[config.mk]
export PLATFORM = sky130hd
export DESIGN_NAME = fetch_ctrl
export DESIGN_NICKNAME = d
export VERILOG_FILES = /design/src/rtl/fetch_pkg.sv /design/src/rtl/pc_next_calc.sv /design/src/rtl/fetch_ctrl.sv
export SDC_FILE = /design/constraint.sdc
export NUM_CORES = 1
export LEC_CHECK = 0
export BUFFER_PORTS_ARGS = -buffer_cell sky130_fd_sc_hd__buf_2
export CORE_UTILIZATION = 45
export CTS_CLUSTER_DIAMETER = 200
export CTS_CLUSTER_SIZE = 20
export DETAILED_ROUTE_END_ITERATION = 8
export HOLD_SLACK_MARGIN = 0.05
export MAX_ROUTING_LAYER = met4
export PLACE_DENSITY_LB_ADDON = 0.2
export SYNTH_ARGS = -nofsm -noshare
export SYNTH_HDL_FRONTEND = slang
export SYNTH_SLANG_ARGS = --single-unit
[constraint.sdc]
create_clock -name clk -period 2.3 [get_ports clk]
set_input_delay 0.23 -clock clk [delete_from_list [all_inputs] [get_ports clk]]
set_output_delay 0.23 -clock clk [all_outputs]
set_load 0.005 [all_outputs]
[src/rtl/fetch_pkg.sv]
// Shared types, default widths and helpers for the fetch sequencing stage.
package fetch_pkg;

    localparam int unsigned D_DEF   = 12;
    localparam int unsigned OW_DEF  = 8;
    localparam int unsigned CW_DEF  = 16;
    localparam int unsigned SEXT_W  = 32;

    typedef enum logic [1:0] {
        ST_IDLE = 2'd0,
        ST_RUN  = 2'd1,
        ST_DONE = 2'd2
    } fetch_state_e;

    // Sign-extend the low ow bits of off to SEXT_W bits; callers truncate to D.
    function automatic logic [SEXT_W-1:0] sext_off(input logic [SEXT_W-1:0] off,
                                                   input int unsigned       ow);
        logic signed [SEXT_W-1:0] shifted;
        int unsigned              sh;
        sh      = SEXT_W - ow;
        shifted = off << sh;
        return shifted >>> sh;
    endfunction

endpackage

[src/rtl/pc_next_calc.sv]
// Next-PC priority mux for the RUN state: halt/stall hold, abs jump, rel jump, increment.
module pc_next_calc
    import fetch_pkg::*;
#(
    parameter int unsigned D  = D_DEF,
    parameter int unsigned OW = OW_DEF
) (
    input  logic [D-1:0]  pc_i,
    input  logic          halt_i,
    input  logic          stall_i,
    input  logic          abs_jump_en_i,
    input  logic [D-1:0]  abs_target_i,
    input  logic          rel_jump_en_i,
    input  logic [OW-1:0] rel_offset_i,
    output logic [D-1:0]  pc_next_c
);

    logic [D-1:0] rel_ext;

    assign rel_ext = D'(sext_off(SEXT_W'(rel_offset_i), OW));

    always_comb begin
        pc_next_c = pc_i + D'(1);
        if (halt_i || stall_i) begin
            pc_next_c = pc_i;
        end else if (abs_jump_en_i) begin
            pc_next_c = abs_target_i;
        end else if (rel_jump_en_i) begin
            pc_next_c = pc_i + rel_ext;
        end
    end

endmodule

[src/rtl/fetch_ctrl.sv]
// Program-counter / fetch sequencer with IDLE-RUN-DONE lifecycle and a saturating
// RUN-cycle counter.
module fetch_ctrl
    import fetch_pkg::*;
#(
    parameter int unsigned D  = D_DEF,
    parameter int unsigned OW = OW_DEF,
    parameter int unsigned CW = CW_DEF
) (
    input  logic          clk,
    input  logic          reset,
    input  logic          start,
    input  logic [D-1:0]  start_addr,
    input  logic          stall,
    input  logic          halt,
    input  logic          abs_jump_en,
    input  logic [D-1:0]  abs_target,
    input  logic          rel_jump_en,
    input  logic [OW-1:0] rel_offset,
    output logic [D-1:0]  prog_ctr,
    output logic          running,
    output logic          done,
    output logic [CW-1:0] cycle_count
);

    fetch_state_e  state_q, state_d;
    logic [D-1:0]  pc_q, pc_d;
    logic [CW-1:0] cnt_q, cnt_d;
    logic          running_q, done_q;
    logic [D-1:0]  pc_next_c;

    pc_next_calc #(
        .D  (D),
        .OW (OW)
    ) u_pc_next (
        .pc_i          (pc_q),
        .halt_i        (halt),
        .stall_i       (stall),
        .abs_jump_en_i (abs_jump_en),
        .abs_target_i  (abs_target),
        .rel_jump_en_i (rel_jump_en),
        .rel_offset_i  (rel_offset),
        .pc_next_c     (pc_next_c)
    );

    always_ff @(posedge clk or posedge reset) begin
        if (reset) begin
            state_q   <= ST_IDLE;
            pc_q      <= '0;
            cnt_q     <= '0;
            running_q <= 1'b0;
            done_q    <= 1'b0;
        end else begin
            state_q   <= state_d;
            pc_q      <= pc_d;
            cnt_q     <= cnt_d;
            running_q <= (state_d == ST_RUN);
            done_q    <= (state_d == ST_DONE);
        end
    end

    always_comb begin
        state_d = state_q;
        pc_d    = pc_q;
        cnt_d   = cnt_q;
        unique case (state_q)
            ST_IDLE: begin
                pc_d = '0;
                if (start) begin
                    pc_d    = start_addr;
                    cnt_d   = '0;
                    state_d = ST_RUN;
                end
            end
            ST_RUN: begin
                pc_d = pc_next_c;
                // Counter saturates so long programs report "at least" rather than wrap.
                if (cnt_q != '1) begin
                    cnt_d = cnt_q + CW'(1);
                end
                if (halt) begin
                    state_d = ST_DONE;
                end
            end
            ST_DONE: begin
                if (start) begin
                    pc_d    = start_addr;
                    cnt_d   = '0;
                    state_d = ST_RUN;
                end
            end
            default: begin
                pc_d    = '0;
                state_d = ST_IDLE;
            end
        endcase
    end

    assign prog_ctr    = pc_q;
    assign running     = running_q;
    assign done        = done_q;
    assign cycle_count = cnt_q;

endmodule

==> impl_results.md <==
* DP Wirelength at 5010 um
* Crit-path max FO at 4
* PortBufs at 68
* Async S/R FF share, synth at 100%
* Synth Instances at 284
* Placed cell areas at 2940 um^2
* Num rows at 26
* Max incr delay on CP at 500 ps
* Setup Crit Path Kind: register to register
* Core area at 5140 um^2
* Share of layout cells above drive strength 1 at 27.7%
* CTS tree: yes
* Setup TNS at 0 ps
* Number of global-route vias before repair at 2201
* WL per Instance at 15.3 um
* Total grt overflow at 0
* Post-CTS Setup Bufs at 0
* Initial Util at 47.1%
* Relative slew slack at 63.0%
* Die Span Y at 75.4 um
* CTS root buffer: clkbuf_8
* Synthesis-to-finish area growth at 26.6%
* Fill cells at 502
* Top cell type by total area after synthesis: dfrtp_1
* Reg2Reg Depth at 6
* Internal reg-to-reg setup slack at 150 ps
* Worst slack, placed at 5.23 ps
* Number of hold violations in the final report at 0
* Reg-to-reg endpoint: prog_ctr[9]$_DFFE_PP0P_
* Synth Cell Area at 2420 um^2
* Post-route DRC violation count at 0
* Total CTS buffers at 5
* Clk Latency, worst-skew pair at 290 ps
* Clock sinks at 32
* Final Critical Period at 2150 ps
* Starting DRT DRC Count at 154
* Max-slew violations at 0
* Die ar. at 5680 um^2
* Clk slew on worst S/H paths at 70 ps
* RSZ-0062 raised after global routing: false
* Req. time, crit path at 2520 ps
* Class of the worst hold path: input pin to register
* Worst Min Path Start: start_addr[4]
* Crit path cell chain: ha_1, a211oi_2, o211ai_1, o2111a_1, or4_1, nand3_1
* CTS H-Tree Depth at 2
* Part of the cycle the worst path needs at 93.6%
* Max stage delay cell, worst path: or4_1
* RR Startpoint: prog_ctr[1]$_DFFE_PP0P_
* Status: finished, final reports clean
* Post-layout net count at 412
* Die W at 75.4 um
* Syn_area_per_cell at 8.52 um^2
* GP Congestion at 0.882
* Post-route ant nets at 0
* Skew final at 6.32 ps
* Most common cell in the synthesized netlist: dfrtp_1
* Hold path depth at 3
* Ys flop type: dfrtp_1
* Cell area after layout at 3070 um^2
* Antenna violations before repair at 0
* Worst EP arrival at 2370 ps
* Post-synthesis register bit count at 32
* All-Layer GR Usage at 24.9%
* Number of enable flip-flop cells after synthesis at 0
* Worst Hold Path EP: prog_ctr[4]$_DFFE_PP0P_
* Pleak at 0.00145 uW
* Worst Setup End Kind: register
* First-pass GRT wire length at 10400 um
* DRT Pass-1 Iters at 4
* Synth cell types at 62
* Drt total wl at 6640 um
* Yosys top cell area share at 33.1%
* Vias per cell at 5.76
* Post-synth net total at 333
* # diodes at 0
* Synth area leaders: dfrtp_1 33%, ha_1 4.7%, o21ai_0 4.1%
* Cell area power density at 800 nW/um^2
* Commonest cells post-synth: 32 x dfrtp_1, 21 x nand2_1, 20 x o21ai_0, 19 x nor2_1, 16 x a21oi_1
* Routed vias at 2498
* Post-synthesis sequential area ratio at 33.1%
* Total number of yosys warnings at 0
* Max-cap viol count at 0
* CP startpoint kind: register
* Largest net degree at the start of global routing at 33
* Final worst-path setup slack at 148 ps
* Max Buffers Root-to-Sink at 2
* Maximum clock frequency at 0.465 GHz
* Ports at 69
* Setup violators final at 0
* Worst Tran Pin Value at 553 ps
* Maximum VDD drop at 386 uV
[state kept, by name, summed over array words and instances (netlist names)]
name,flops
cycle_count,16
prog_ctr,12
state_q,2
done,1
running,1
[worst max path at each step]
| stage | startpoint | slack [ps] | end |
|---|---|---|---|
| final | prog_ctr[1]$_DFFE_PP0P_ | 150 | prog_ctr[9]$_DFFE_PP0P_ |
| after global routing | prog_ctr[4]$_DFFE_PP0P_ | 20 | prog_ctr[9]$_DFFE_PP0P_ |
| after CTS | prog_ctr[1]$_DFFE_PP0P_ | 90 | prog_ctr[9]$_DFFE_PP0P_ |
| after detailed placement | rel_jump_en | 5 | prog_ctr[9]$_DFFE_PP0P_ |
| after global placement | rel_jump_en | 80 | prog_ctr[9]$_DFFE_PP0P_ |
| after floorplan | rel_jump_en | 120 | prog_ctr[9]$_DFFE_PP0P_ |
[worst max-delay path: cells and delay by family (launching register included)]
kind	cells	cell delay [ps]
AO/OA/AOI/OAI	3	720
flip-flops	1	440
AND/OR/NAND/NOR	2	590
adder cells (fa/ha/maj)	1	340
[cell usage in the layout (no fill, tap or decap), drive strengths merged, types with 10 or more instances in the layout]
master  instances
and2           10
a21oi          16
nand2          21
dfrtp          32
o211ai         11
o21ai          21
buf            87
nand3          16
nor2           19
[power breakdown]
group / total [uW] / internal, uW / switching [uW] / leakage (uW)
logic: 1060 / 497 / 563 / 0.000972
clock network: 544 / 322 / 222 / 0.0000552
registers: 848 / 679 / 169 / 0.000424
total: 2450 / 1500 / 953 / 0.00145
[metrics by stage]
| step | utilization, % | hold slack (ps) | std cells | power, uW |
|---|---|---|---|---|
| global route | 59.6 | 193 | 434 | 2640 |
| global placement | 57.3 | 345 | 425 | 1880 |
| detailed placement | 57.3 | 347 | 425 | 1900 |
| finish | 59.6 | 182 | 434 | 2450 |
| CTS | 59.5 | 173 | 434 | 2450 |
| floorplan | - | 342 | 284 | 1480 |
[cell type report]
| class | instances | area, um^2 | area share (%) |
|---|---|---|---|
| Sequential cell | 32 | 801 | 26.1 |
| Multi-Input combinational cell | 226 | 1530 | 49.8 |
| Clock buffer | 6 | 72.6 | 2.37 |
| Inverter | 10 | 37.5 | 1.22 |
| Tap cell | 70 | 87.6 | 2.86 |
| Clock inverter | 2 | 35.0 | 1.14 |
| Timing Repair Buffer | 88 | 505 | 16.5 |
[layer usage]
metal  global-route usage, %  wire length, um
met4                    4.32               78
met1                    36.7             3300
met5                       -                0
met3                    3.57              308
met2                    36.8             2960
[kinds of logic (layout without fill, tap and decap cells)]
family	after synthesis	count (layout)	synth area share, %
AND/OR/NAND/NOR	98	98	21.7
AO/OA/AOI/OAI	95	95	26.9
flip-flops	32	32	33.1
buffers and inverters	26	106	4.08
XOR/XNOR	15	15	5.43
adder cells (fa/ha/maj)	11	11	5.89
multiplexers	7	7	2.89
[timing repair]
action | in CTS | in global routing
hold buffers | 1 | 0
hold endpoints to repair | 32 | 0
gates resized for setup | 0 | 1
endpoints found under the setup margin | 0 | 1
No activity file was read; power rests on OpenSTA's default activity.
